<file path="src/rtl/elevator_call_scheduler.sv">
// Elevator call scheduler: latches hall/in-car button presses as pending calls,
// clears them when the car is seen serving the floor, and raises a park request
// to floor 1 after the car has sat idle away from floor 1 for IDLE_CYCLES cycles.
module elevator_call_scheduler #(
    parameter int unsigned IDLE_CYCLES = 16,
    parameter int unsigned CNT_W       = 8
) (
    input  logic       clk,
    input  logic       reset_n,
    input  logic [2:0] press_up,
    input  logic [2:0] press_down,
    input  logic [3:0] press_in,
    input  logic [2:0] position,
    input  logic       open,
    input  logic [1:0] direction,
    output logic [2:0] button_up,
    output logic [2:0] button_down,
    output logic [3:0] button_in,
    output logic       parking,
    output logic       pending
);

    typedef enum logic {
        ST_IDLE,
        ST_PARK
    } state_e;

    localparam logic [CNT_W-1:0] IDLE_MAX = CNT_W'(IDLE_CYCLES);

    state_e           state_q, state_d;
    logic [2:0]       up_q, up_d;
    logic [2:0]       down_q, down_d;
    logic [3:0]       in_q, in_d;
    logic             park_q, park_d;
    logic [CNT_W-1:0] cnt_q, cnt_d;

    logic       serve;
    logic       dir_up, dir_down;
    logic [1:0] floor;
    logic [2:0] clr_up, clr_down;
    logic [3:0] clr_in;
    logic       any_press;
    logic       idle_cond;
    logic       park_served;
    logic       user_pending;

    // Decode which call bits the car is serving this cycle.
    always_comb begin
        serve    = open & ~position[0];
        floor    = position[2:1];
        dir_up   = (direction == 2'b01);
        dir_down = (direction == 2'b10);
        clr_up   = '0;
        clr_down = '0;
        clr_in   = '0;
        if (serve) begin
            clr_in[floor] = 1'b1;
            case (floor)
                2'd0: clr_up[0] = ~dir_down;
                2'd1: begin
                    clr_up[1]   = ~dir_down;
                    clr_down[0] = ~dir_up;
                end
                2'd2: begin
                    clr_up[2]   = ~dir_down;
                    clr_down[1] = ~dir_up;
                end
                default: clr_down[2] = ~dir_up;
            endcase
        end
    end

    // Next-state for call bits, idle counter and park state machine.
    always_comb begin
        user_pending = |{up_q, down_q, in_q};
        any_press    = |{press_up, press_down, press_in};
        park_served  = open & (position == 3'b000);
        idle_cond    = ~user_pending & ~open & ~dir_up & ~dir_down &
                       (position != 3'b000) & (state_q == ST_IDLE);

        // Clear has priority over a same-cycle press on the served bit.
        up_d   = (up_q   | press_up)   & ~clr_up;
        down_d = (down_q | press_down) & ~clr_down;
        in_d   = (in_q   | press_in)   & ~clr_in;

        state_d = state_q;
        park_d  = park_q;
        cnt_d   = cnt_q;
        case (state_q)
            ST_IDLE: begin
                if (!idle_cond) begin
                    cnt_d = '0;
                end else if (cnt_q == IDLE_MAX) begin
                    // A press arriving at the threshold holds the count
                    // instead of parking; the new call then resets it.
                    if (!any_press) begin
                        state_d = ST_PARK;
                        park_d  = 1'b1;
                        cnt_d   = '0;
                    end
                end else begin
                    cnt_d = cnt_q + 1'b1;
                end
            end
            default: begin
                cnt_d = '0;
                if (any_press || park_served) begin
                    state_d = ST_IDLE;
                    park_d  = 1'b0;
                end
            end
        endcase
    end

    // State registers with asynchronous active-low reset.
    always_ff @(posedge clk or negedge reset_n) begin
        if (!reset_n) begin
            state_q <= ST_IDLE;
            up_q    <= '0;
            down_q  <= '0;
            in_q    <= '0;
            park_q  <= 1'b0;
            cnt_q   <= '0;
        end else begin
            state_q <= state_d;
            up_q    <= up_d;
            down_q  <= down_d;
            in_q    <= in_d;
            park_q  <= park_d;
            cnt_q   <= cnt_d;
        end
    end

    // Outputs are pure functions of registers.
    always_comb begin
        button_up   = up_q;
        button_down = down_q;
        button_in   = in_q | {3'b000, park_q};
        parking     = park_q;
        pending     = |{up_q, down_q, in_q};
    end

endmodule

</file>
<file path="config.mk">
export PLATFORM = sky130hd
export DESIGN_NAME = elevator_call_scheduler
export DESIGN_NICKNAME = d
export VERILOG_FILES = /design/src/rtl/elevator_call_scheduler.sv
export SDC_FILE = /design/constraint.sdc
export NUM_CORES = 1
export LEC_CHECK = 0
export CELL_PAD_IN_SITES_DETAIL_PLACEMENT = 1
export CELL_PAD_IN_SITES_GLOBAL_PLACEMENT = 2
export CORE_UTILIZATION = 27
export CTS_CLUSTER_SIZE = 16
export DETAILED_ROUTE_END_ITERATION = 16
export GPL_ROUTABILITY_DRIVEN = 0
export PLACE_DENSITY_LB_ADDON = 0.1
export SETUP_SLACK_MARGIN = 0.1
export SLEW_MARGIN = 20
export SYNTH_ARGS = -nofsm -noshare
export SYNTH_HDL_FRONTEND = slang
export SYNTH_SLANG_ARGS = --single-unit
</file>
<file path="constraint.sdc">
create_clock -name clk -period 1.6 [get_ports clk]
set_input_delay 0.16 -clock clk [delete_from_list [all_inputs] [get_ports clk]]
set_output_delay 0.16 -clock clk [all_outputs]
set_load 0.02 [all_outputs]
</file>
==> impl_summary.md <==
Status
The flow ran to the end, and the final reports show no timing, DRC or antenna violations.

Detailed routing
The average via count per standard cell is 4.82. The wire length on met3 is 99 um. The highest metal layer used by the detailed router is met4. The number of routed nets with antenna violations is 0. Wires add up to 2950 um. The total DRC errors in the routed layout is 0. The met2 wire length is 1360 um. The final route contains 949 vias. The detailed router put a total of 1470 um of wire on met1.

The pre-antenna-repair detailed-routing pass consisted of 4 iterations. For this block, the initial DRC count from the detailed router was 11. The average wire length per cell after detail routing is 15.0 um.

Power and ir drop
Cell internal power was estimated by the tool at 0.822 mW. The static leakage is 0.651 nW. The net switching fraction of the power is 0.237. Dividing total power by cell area gives a power density of 675 nW/um2. The share of total power dissipated in sequential elements is 0.496. IR analysis of the VDD net gives a maximum drop of 0.000341 V.

The part of the total power dissipated in combinational logic is 0.142. The switching power is 0.255 mW. The design draws 1.08 mW.

Of the total power, the clock network draws 0.362.

Floorplan
The number of top-level design ports is 30. The die is 63.5 um tall. The die covers 4030 um2. The area inside the core boundary is 3470 um2. The initial standard-cell utilization of the core is 0.294.

From left edge to right edge, the die measures 63.5 um. The count of standard-cell rows is 21.

Job
The count of max-cap constraint violations is 0.

Logic synthesis
The sequential cell area fraction in the yosys report is 0.491. The synthesized netlist contains 30 unique library cells. The adder-cell share of the synthesized area is 0.0245. The largest family of logic cells by synthesized area is simple AND/OR/NAND/NOR gates. The total of warnings raised by yosys is 0. The complex-gate fraction of the synthesized area came to 0.101. The simple logic cell fraction of the synthesized area is 0.296. The xor/xnor cell area share of the yosys netlist is 0.0344. The synthesized netlist occupies a cell area of 1020 um2. Measured against the total synthesized area, the mux share comes to 0.00982.

The number of nets in the synthesized netlist is 124. Synthesis produced a netlist whose cell count is 104. A synthesized cell averages 9.81 um2.

After synthesis the netlist holds a flip-flop and latch count of 20.

STA
The max-slew violation total from the final report came to 0. For this run, the top clock speed supported by timing is 0.658 GHz. The clock period minus final worst setup slack is 1520 ps. The worst pin sits at a relative slew slack of 0.791. The number of hold violations in the final report is 0. Summed over all failing endpoints, the final setup total negative slack is 0 ps. The worst-case setup margin in the final layout is 79.9 ps. The final clock period utilization by the worst path is 0.950.

At the pin with the least slew margin, the transition time is 310 ps. The setup clock skew after layout is 1.56 ps. Setup repair after global routing could not meet its margin everywhere. Setup violations remaining at the end of the flow were counted as 0.

Place
In this run, placement finished with an instance count of 190. Prior to clock tree synthesis, the placed netlist has a worst setup slack of -119 ps. During placement, the flow inserted port buffers numbering 29. Detailed placement finished with a half-perimeter wire length of 2250 um.

Clock network
No sink is reached through more buffers than the 2 on the longest clock path. After clock tree synthesis, the flow added hold-fix buffers numbering 0. CTS built an H-tree with a depth of 1. Counting the buffers created by CTS gives 3. Clock latency on the worst-skew pair, taken at its later pin, is 260 ps. Clock-pin slew was measured on the worst setup and hold paths at 80 ps. TritonCTS built the clock tree.

The cell sitting at the root of the clock tree is a sky130_fd_sc_hd__clkbuf_8. The clock net in this run drives a total of 20 sinks.

Setup path
The element type at the critical path end is an output pin. Data on the critical path is required at its endpoint by 1440 ps. The arrival time of data at the critical path endpoint is 1360 ps. The kind of cell with the highest combined delay along the critical path is flip-flops. The start-to-end type of the worst setup path is register to output pin. For the worst flop-to-flop path, the logic depth is 5.

The depth of the critical timing path with buffers and inverters included is 4. The cell at the slowest stage of the critical path is sky130_fd_sc_hd__dfrtp_1. The largest incremental delay on the critical path is 430 ps. Walking the worst path, the cells encountered are nor4_4, buf_4, nand3_2, buf_6. The number of buffers and inverters on the critical path is 2. The setup slack on the worst flop-to-flop path is 80 ps. The maximum net fanout on the critical path is 3.

The launch point of the worst reg-to-reg path is button_up[1]$_DFF_PN0_. The element type at the critical path start is a register. In this run the critical register-to-register path is captured at cnt_q[0]$_DFFE_PN0P_.

Global routing
The number of antenna violations at the first check in global routing came to 0. The first-pass GRT wire length is 5050 um. The overflow left after global routing is 0. The pin count of the biggest net entering global routing is 21. The global-route usage over all layers is 0.161. The number of global-route vias before repair came to 1,046.

Layout
The commonest non-fill, non-tap cell in the layout is sky130_fd_sc_hd__clkdlybuf4s50_1. The area growth from synthesis to layout is 56.6%. Measured on the finished design, the core utilization comes to 0.460. The area used by multi-input combinational logic is 531 um2. Across the whole layout, storage elements account for 502 um2.

The number of nets at the end of the flow is 172. The count of antenna diodes in the layout is 0. After filler insertion, the fill cell instance count of the layout stands at 407. In the layout the commonest cells are sky130_fd_sc_hd__clkdlybuf4s50_1, sky130_fd_sc_hd__nor2_1, sky130_fd_sc_hd__dfrtp_1, sky130_fd_sc_hd__buf_4, sky130_fd_sc_hd__a21oi_1. For this run, the number of standard cells in the final layout without fillers is 197. In the final layout, the share of cells above drive strength 1 is 0.258.

Worst hold path
The path class of the tightest hold or removal check is primary input to asynchronous set/reset pin.
power by group through the flow:
stage / clock (mW) / combinational (mW) / sequential, mW
6_report: 0.390 / 0.153 / 0.535
5_1_grt: 0.431 / 0.167 / 0.537
4_1_cts: 0.405 / 0.157 / 0.532
3_5_place_dp: 0 / 0.153 / 0.540
3_3_place_gp: 0 / 0.151 / 0.540
2_1_floorplan: 0 / 0.0366 / 0.547
state kept, by name, indices dropped and copies added (netlist names):
signal,cells
cnt_q,8
in_q,4
button_down,3
button_up,3
parking,1
state_q,1
how the worst max path moves through the flow:
| stage | from | to |
|---|---|---|
| final | button_up[1]$_DFF_PN0_ | pending |
| after global placement | in_q[1]$_DFF_PN0_ | pending |
| after CTS | button_down[0]$_DFF_PN0_ | pending |
| after detailed placement | in_q[1]$_DFF_PN0_ | pending |
| after floorplan | button_up[1]$_DFF_PN0_ | cnt_q[0]$_DFFE_PN0P_ |
| after global routing | button_up[1]$_DFF_PN0_ | cnt_q[0]$_DFFE_PN0P_ |
synthesized netlist by cell type (all sizes together):
| cell type | instances | area [um2] |
|---|---|---|
| a31oi | 3 | 18.8 |
| nand3 | 5 | 30.0 |
| a41oi | 1 | 8.76 |
| and2b | 1 | 7.51 |
| and4 | 1 | 8.76 |
| nand2 | 5 | 18.8 |
| mux2i | 1 | 10.0 |
| nand4b | 1 | 23.8 |
| or2 | 1 | 6.26 |
| nor3b | 2 | 15.0 |
| nor4 | 4 | 31.3 |
| o31a | 1 | 10.0 |
| nand2b | 3 | 18.8 |
| and3 | 2 | 12.5 |
| dfrtp | 20 | 500 |
| xnor2 | 2 | 17.5 |
| nor4b | 1 | 15.0 |
| nor2 | 22 | 82.6 |
| a21oi | 9 | 45.0 |
| o21ai | 1 | 5.00 |
| xor2 | 2 | 17.5 |
| o2bb2ai | 1 | 8.76 |
| o22ai | 1 | 6.26 |
| inv | 3 | 11.3 |
| ha | 2 | 25.0 |
| nand4 | 5 | 31.3 |
| buf | 4 | 33.8 |
through the flow:
step,hold slack (ps),area (um2)
2_1_floorplan,-136,1020
3_3_place_gp,514,1450
3_5_place_dp,518,1450
4_1_cts,260,1560
5_1_grt,272,1600
6_report,251,1600
cell type report:
cell class,count,share of cell area
Multi-Input combinational cell,77,0.332
Sequential cell,20,0.314
Timing Repair Buffer,47,0.276
Tap cell,46,0.0361
Clock buffer,4,0.0345
Inverter,3,0.00705
cell families after synthesis:
| group | after synthesis |
|---|---|
| muxes | 1 |
| buffers and inverters | 7 |
| xor gates and xnor gates | 4 |
| AOI/OAI and AO/OA | 17 |
| adders and majority gates | 2 |
| DFF | 20 |
| and+or+nand+nor | 53 |
what timing repair did:
item	4_1_cts	5_1_grt
buffers inserted	3	0
setup endpoints to repair	12	17
pin swaps	5	4
resized for setup	18	11
per-layer routing:
metal	track usage	up-vias
met4	0.0426	0
li1	-	462
met1	0.225	464
met5	0	-
met2	0.257	21
met3	0.0254	2
(Power assumes the default switching activity.)
